### config.mk
export PLATFORM = sky130hd
export DESIGN_NAME = caliptra_fpga_apb_sequencer
export DESIGN_NICKNAME = d
export VERILOG_FILES = /design/src/rtl/caliptra_fpga_sync_pkg.sv /design/src/rtl/caliptra_fpga_cmd_fifo.sv /design/src/rtl/caliptra_fpga_apb_sequencer.sv
export SDC_FILE = /design/constraint.sdc
export NUM_CORES = 1
export LEC_CHECK = 0
export CAP_MARGIN = 20
export CORE_ASPECT_RATIO = 1.5
export CORE_MARGIN = 10
export CORE_UTILIZATION = 33
export CTS_BUF_LIST = sky130_fd_sc_hd__clkbuf_8
export CTS_CLUSTER_DIAMETER = 50
export DETAILED_ROUTE_END_ITERATION = 8
export SETUP_SLACK_MARGIN = 0.3
export SKIP_CTS_REPAIR_TIMING = 1
export SLEW_MARGIN = 20
export SYNTH_ARGS = -nofsm -noshare
export SYNTH_HDL_FRONTEND = slang
export SYNTH_SLANG_ARGS = --single-unit
### constraint.sdc
create_clock -name aclk_gated -period 3.4 [get_ports aclk_gated]
set_input_delay 0.68 -clock aclk_gated [delete_from_list [all_inputs] [get_ports aclk_gated]]
set_output_delay 0.68 -clock aclk_gated [all_outputs]
set_load 0.01 [all_outputs]
### src/rtl/caliptra_fpga_sync_pkg.sv
// Shared types for the FPGA sync block APB sequencer.
// Holds the FSM state encoding and the queued command bundle.
package caliptra_fpga_sync_pkg;

    localparam int APB_ADDR_W = 32;
    localparam int APB_DATA_W = 32;
    localparam int APB_USER_W = 32;

    typedef enum logic [1:0] {
        IDLE   = 2'd0,
        SETUP  = 2'd1,
        ACCESS = 2'd2
    } apb_seq_state_e;

    typedef struct packed {
        logic                  write;
        logic [APB_ADDR_W-1:0] addr;
        logic [APB_DATA_W-1:0] wdata;
        logic [2:0]            pprot;
        logic [APB_USER_W-1:0] pauser;
    } apb_cmd_t;

endpackage

### src/rtl/caliptra_fpga_cmd_fifo.sv
// Small synchronous command FIFO feeding the APB sequencer.
// Pointers wrap naturally; the count is one bit wider to tell full from empty.
module caliptra_fpga_cmd_fifo
    import caliptra_fpga_sync_pkg::*;
#(
    parameter int DEPTH = 4
) (
    input  logic     aclk_gated,
    input  logic     rstn,
    input  logic     push,
    input  apb_cmd_t push_data,
    input  logic     pop,
    output logic     full,
    output logic     empty,
    output apb_cmd_t head
);

    localparam int PW = $clog2(DEPTH);

    apb_cmd_t      mem [DEPTH];
    logic [PW-1:0] wr_ptr;
    logic [PW-1:0] rd_ptr;
    logic [PW:0]   count;
    logic          do_push;
    logic          do_pop;

    assign full    = (count == (PW+1)'(DEPTH));
    assign empty   = (count == '0);
    assign do_push = push && !full;
    assign do_pop  = pop && !empty;
    assign head    = mem[rd_ptr];

    // Pointer and occupancy bookkeeping; push+pop together leaves count alone.
    always_ff @(posedge aclk_gated or negedge rstn) begin
        if (!rstn) begin
            wr_ptr <= '0;
            rd_ptr <= '0;
            count  <= '0;
        end else begin
            if (do_push) wr_ptr <= wr_ptr + PW'(1);
            if (do_pop)  rd_ptr <= rd_ptr + PW'(1);
            if (do_push && !do_pop)      count <= count + (PW+1)'(1);
            else if (!do_push && do_pop) count <= count - (PW+1)'(1);
        end
    end

    // Storage array; contents are only observed while the entry is valid.
    always_ff @(posedge aclk_gated) begin
        if (do_push) mem[wr_ptr] <= push_data;
    end

endmodule

### src/rtl/caliptra_fpga_apb_sequencer.sv
// APB master that drains queued host commands into caliptra_top's APB port.
// One response per transfer; a stuck slave is abandoned after a cycle budget.
module caliptra_fpga_apb_sequencer
    import caliptra_fpga_sync_pkg::*;
#(
    parameter int ADDR_W         = APB_ADDR_W,
    parameter int DATA_W         = APB_DATA_W,
    parameter int USER_W         = APB_USER_W,
    parameter int CMD_DEPTH      = 4,
    parameter int TIMEOUT_CYCLES = 1024
) (
    input  logic              aclk_gated,
    input  logic              rstn,
    input  logic              cmd_valid,
    output logic              cmd_ready,
    input  logic              cmd_write,
    input  logic [ADDR_W-1:0] cmd_addr,
    input  logic [DATA_W-1:0] cmd_wdata,
    input  logic [2:0]        cmd_pprot,
    input  logic [USER_W-1:0] cmd_pauser,
    output logic              resp_valid,
    input  logic              resp_ready,
    output logic [DATA_W-1:0] resp_rdata,
    output logic              resp_slverr,
    output logic              resp_timeout,
    output logic              psel,
    output logic              penable,
    output logic              pwrite,
    output logic [ADDR_W-1:0] paddr,
    output logic [DATA_W-1:0] pwdata,
    output logic [2:0]        pprot,
    output logic [USER_W-1:0] pauser,
    input  logic [DATA_W-1:0] prdata,
    input  logic              pready,
    input  logic              pslverr,
    output logic              busy,
    output logic [15:0]       txn_count
);

    localparam int TW = (TIMEOUT_CYCLES > 2) ? $clog2(TIMEOUT_CYCLES) : 1;
    localparam logic [TW-1:0] TMAX =
        TW'((TIMEOUT_CYCLES == 0) ? 0 : TIMEOUT_CYCLES - 1);
    localparam logic TMO_EN = (TIMEOUT_CYCLES != 0);

    apb_seq_state_e state;
    apb_cmd_t       push_cmd;
    apb_cmd_t       head;
    logic           full;
    logic           empty;
    logic [TW-1:0]  tmo_cnt;
    logic           slot_free;
    logic           tmo_hit;
    logic           done;

    assign push_cmd = '{
        write:  cmd_write,
        addr:   cmd_addr,
        wdata:  cmd_wdata,
        pprot:  cmd_pprot,
        pauser: cmd_pauser
    };

    assign cmd_ready = !full;
    assign slot_free = !resp_valid || resp_ready;
    assign tmo_hit   = TMO_EN && !pready && (tmo_cnt == TMAX);
    assign done      = (state == ACCESS) && (pready || tmo_hit);
    assign busy      = (state != IDLE) || !empty;

    caliptra_fpga_cmd_fifo #(
        .DEPTH(CMD_DEPTH)
    ) u_fifo (
        .aclk_gated(aclk_gated),
        .rstn      (rstn),
        .push      (cmd_valid),
        .push_data (push_cmd),
        .pop       (done),
        .full      (full),
        .empty     (empty),
        .head      (head)
    );

    // APB phase sequencing plus the single-entry response slot.
    always_ff @(posedge aclk_gated or negedge rstn) begin
        if (!rstn) begin
            state        <= IDLE;
            psel         <= 1'b0;
            penable      <= 1'b0;
            pwrite       <= 1'b0;
            paddr        <= '0;
            pwdata       <= '0;
            pprot        <= '0;
            pauser       <= '0;
            tmo_cnt      <= '0;
            txn_count    <= '0;
            resp_valid   <= 1'b0;
            resp_rdata   <= '0;
            resp_slverr  <= 1'b0;
            resp_timeout <= 1'b0;
        end else begin
            // A fresh completion outranks a same-edge ack of the old one.
            if (done) begin
                resp_valid   <= 1'b1;
                resp_rdata   <= (pready && !pwrite) ? prdata : '0;
                resp_slverr  <= pready && pslverr;
                resp_timeout <= !pready;
            end else if (resp_valid && resp_ready) begin
                resp_valid <= 1'b0;
            end

            unique case (state)
                IDLE: begin
                    if (!empty && slot_free) begin
                        state   <= SETUP;
                        psel    <= 1'b1;
                        penable <= 1'b0;
                        pwrite  <= head.write;
                        paddr   <= head.addr;
                        pwdata  <= head.wdata;
                        pprot   <= head.pprot;
                        pauser  <= head.pauser;
                    end
                end
                SETUP: begin
                    state   <= ACCESS;
                    penable <= 1'b1;
                end
                ACCESS: begin
                    if (done) begin
                        state     <= IDLE;
                        psel      <= 1'b0;
                        penable   <= 1'b0;
                        tmo_cnt   <= '0;
                        txn_count <= txn_count + 16'd1;
                    end else begin
                        tmo_cnt <= tmo_cnt + TW'(1);
                    end
                end
                default: begin
                    state   <= IDLE;
                    psel    <= 1'b0;
                    penable <= 1'b0;
                end
            endcase
        end
    end

endmodule

==> reports/metrics.cfg <==
[power]
p_seq_share_pct = 43.8
power_frac_comb_pct = 32.6
p_total_mw = 24.09
p_leak_nw = 9.623
p_per_area_mw_per_mm2 = 882.7
ir_worst_vdd_mv = 0.5058
internal_power_mw = 16.79
clockPowerShare_pct = 23.6
p_sw_share_pct = 30.29
p_sw_mw = 7.295

[setup_path]
critical_path_class = reg -> out
startpoint = u_fifo.count[0]
required_ns = 2.72
timing.rr.end = resp_rdata[0]
cp-end-kind = primary output
rr_startpoint = tmo_cnt[0]
path_max_fanout = 5
arrival_ns = 2.15
rrSetupSlack_ns = 0.99
reg2reg_depth = 7
cp-start-kind = flip-flop

[floorplanning]
initial_core_util_pct = 33.25
die-area_mm2 = 0.07576
fp.dieW_um = 228.1
core_area_mm2 = 0.06447
die_y_um = 332.2
num_rows = 114
ios = 293

[placement]
placed_cells = 2191
gp_congestion = 0.7437
hpwl_mm = 30.52
pre_cts_slack_ns = 0.6683
port_buffers = 292
dpl-instance-area_mm2 = 0.02551

[synthesis]
postSynth.asyncResetShare_pct = 29.95
ys.flop_type = edfxtp_1
yosysMostFrequentCell = edfxtp_1
yosysTopAreaCell = edfxtp_1
synthDistinctLibCells = 43
syn_inst = 1054
synth_area_per_cell_um2 = 20.34
syn_nets = 1200
ys_seq_area_share_pct = 75.99
synth_top_area_share_pct = 56.03
synth_warnings = 0
synth_area_mm2 = 0.02144
synth_edf_count = 400
synth_commonest_cells = edfxtp_1 (400), dfrtp_1 (171), mux2_2 (103)
synth.area.top_cells = edfxtp_1 (56%), dfrtp_1 (20%), mux4_2 (11%), mux2_2 (5.4%), buf_6 (0.95%)
yosys_register_bits = 571

[clocking]
htree_levels = 3
numCtsBuffers = 89
clock-root-buffer = clkbuf_8
cts_tree = yes
clkSlewWorstSetupHoldPaths_ns = 0.07
cts_sinks = 571
clock_latency_ns = 0.68
clock_path_buffers = 3

[routing]
drc = 0
vias_per_cell = 4.675
drtPass1Iterations = 4
routedWlPerCell_um = 21.46
ant_nets = 0
vias = 11020
first_iter_violations = 578
drt-total-wl_mm = 50.60

[final_layout]
fin_area_mm2 = 0.02729
final_cell_count_no_fill = 2358
fill_cells = 5802
regArea_mm2 = 0.01630
areaGrowthSynthToFinish_pct = 27.29
layout-drive-gt1-share_pct = 25.35
multi_input_area_mm2 = 0.004806
nets = 1558
fin_util_pct = 42.32

[sta]
skew_ns = 0.02168
grt_setup_unrepaired = false
setup_slack_ns = 0.5673
hold_violations = 0
period_needed_ns = 2.833
period_share_pct = 83.32
slew_headroom_pct = 44.05
drv_slew = 0
worst_slew_pin_slew_ns = 0.8392
fin_hold_ws_ns = 0.01392
tns_ns = 0
fmax_mhz = 353.0
setup_viol = 0

[run_status]
run_status = finished, final reports clean

[grt]
antenna_found_initial = 2
grt_max_degree = 101
gr-usage-all-layers_pct = 13.34
grt_pass1_wl_mm = 77.18
grt_pass1_vias = 12170
globalRoute.totalOverflow = 0

[run]
max-cap-violations = 0

[worst_hold_path]
hold_path.class = in -> async

per-layer routing:
metal	vias to the layer above	part of all wire [%]	global-route usage [%]	routed length, um
met5	-	0.026	0	13
met4	2	2.0	4.790	1020
met3	73	5.7	3.691	2902
met2	327	52	23.23	26320
met1	5735	40	15.47	20350
li1	4886	-	-	-
layout make-up:
class                   count  share of cell area, %
flip-flops and latches    571                  59.73
multi-input cells         425                  17.61
repair buffers            319                  12.06
clock buffers              96                  4.842
well taps                 870                  3.989
clock inverters            70                  1.669
inverters                   6                0.08254
diodes                      1               0.009171
worst max path at each step:
| stage | depth (start not counted) | to | slack (ns) |
|---|---|---|---|
| final | 3 | busy | 0.57 |
| after global routing | 3 | busy | 0.40 |
| after CTS | 3 | busy | 0.45 |
| after detailed placement | 8 | u_fifo.count[1] | 0.67 |
| after global placement | 8 | u_fifo.count[1] | 0.71 |
| after floorplan | 12 | u_fifo.count[2] | 0.97 |
state kept, by name, summed over array words and instances (netlist names), 2 cells and up:
| name | cells |
|---|---|
| paddr | 32 |
| pauser | 32 |
| pprot | 3 |
| pwdata | 32 |
| resp_rdata | 32 |
| tmo_cnt | 10 |
| txn_count | 16 |
| u_fifo.count | 3 |
| u_fifo.mem | 400 |
| u_fifo.rd_ptr | 2 |
| u_fifo.wr_ptr | 2 |
critical path, cell delays in order, from the launching register on:
cell and delay (ns):
dfrtp_1 0.45, nor3_1 0.35, nand2_1 0.17, clkdlybuf4s50_1 0.52
layout by cell type (no fill, tap or decap), types with 7 or more instances in the layout:
cell type and n:
buf_12 13, buf_4 14, clkbuf_8 97, clkdlybuf4s50_1 291, clkinv_2 17, dfrtp_1 169, edfxtp_1 400, ha_1 7
inv_1 38, mux2_2 103, mux4_2 100, nand2_1 49, nand3_1 8, nor2_1 12, nor3_1 10, o21ai_0 38
o21ai_1 28, xor2_1 23
power by group through the flow:
stage,clock network (mW),logic (mW),registers [mW]
final,5.67,7.85,10.6
after detailed placement,0,8.10,10.7
after global routing,6.22,8.48,10.8
after global placement,0,7.97,10.7
after CTS,5.92,8.11,10.6
after floorplan,0,4.48,10.6
cells by family after synthesis:
kind of cell	count (synthesis)	synth area share, %
DFF	571	75.99
muxes	203	15.92
and+or+nand+nor	114	2.872
AOI/OAI and AO/OA	71	1.780
buffers and inverters	58	1.751
xor gates and xnor gates	29	1.185
adders and majority gates	8	0.5019
No activity file was read; power rests on OpenSTA's default activity.
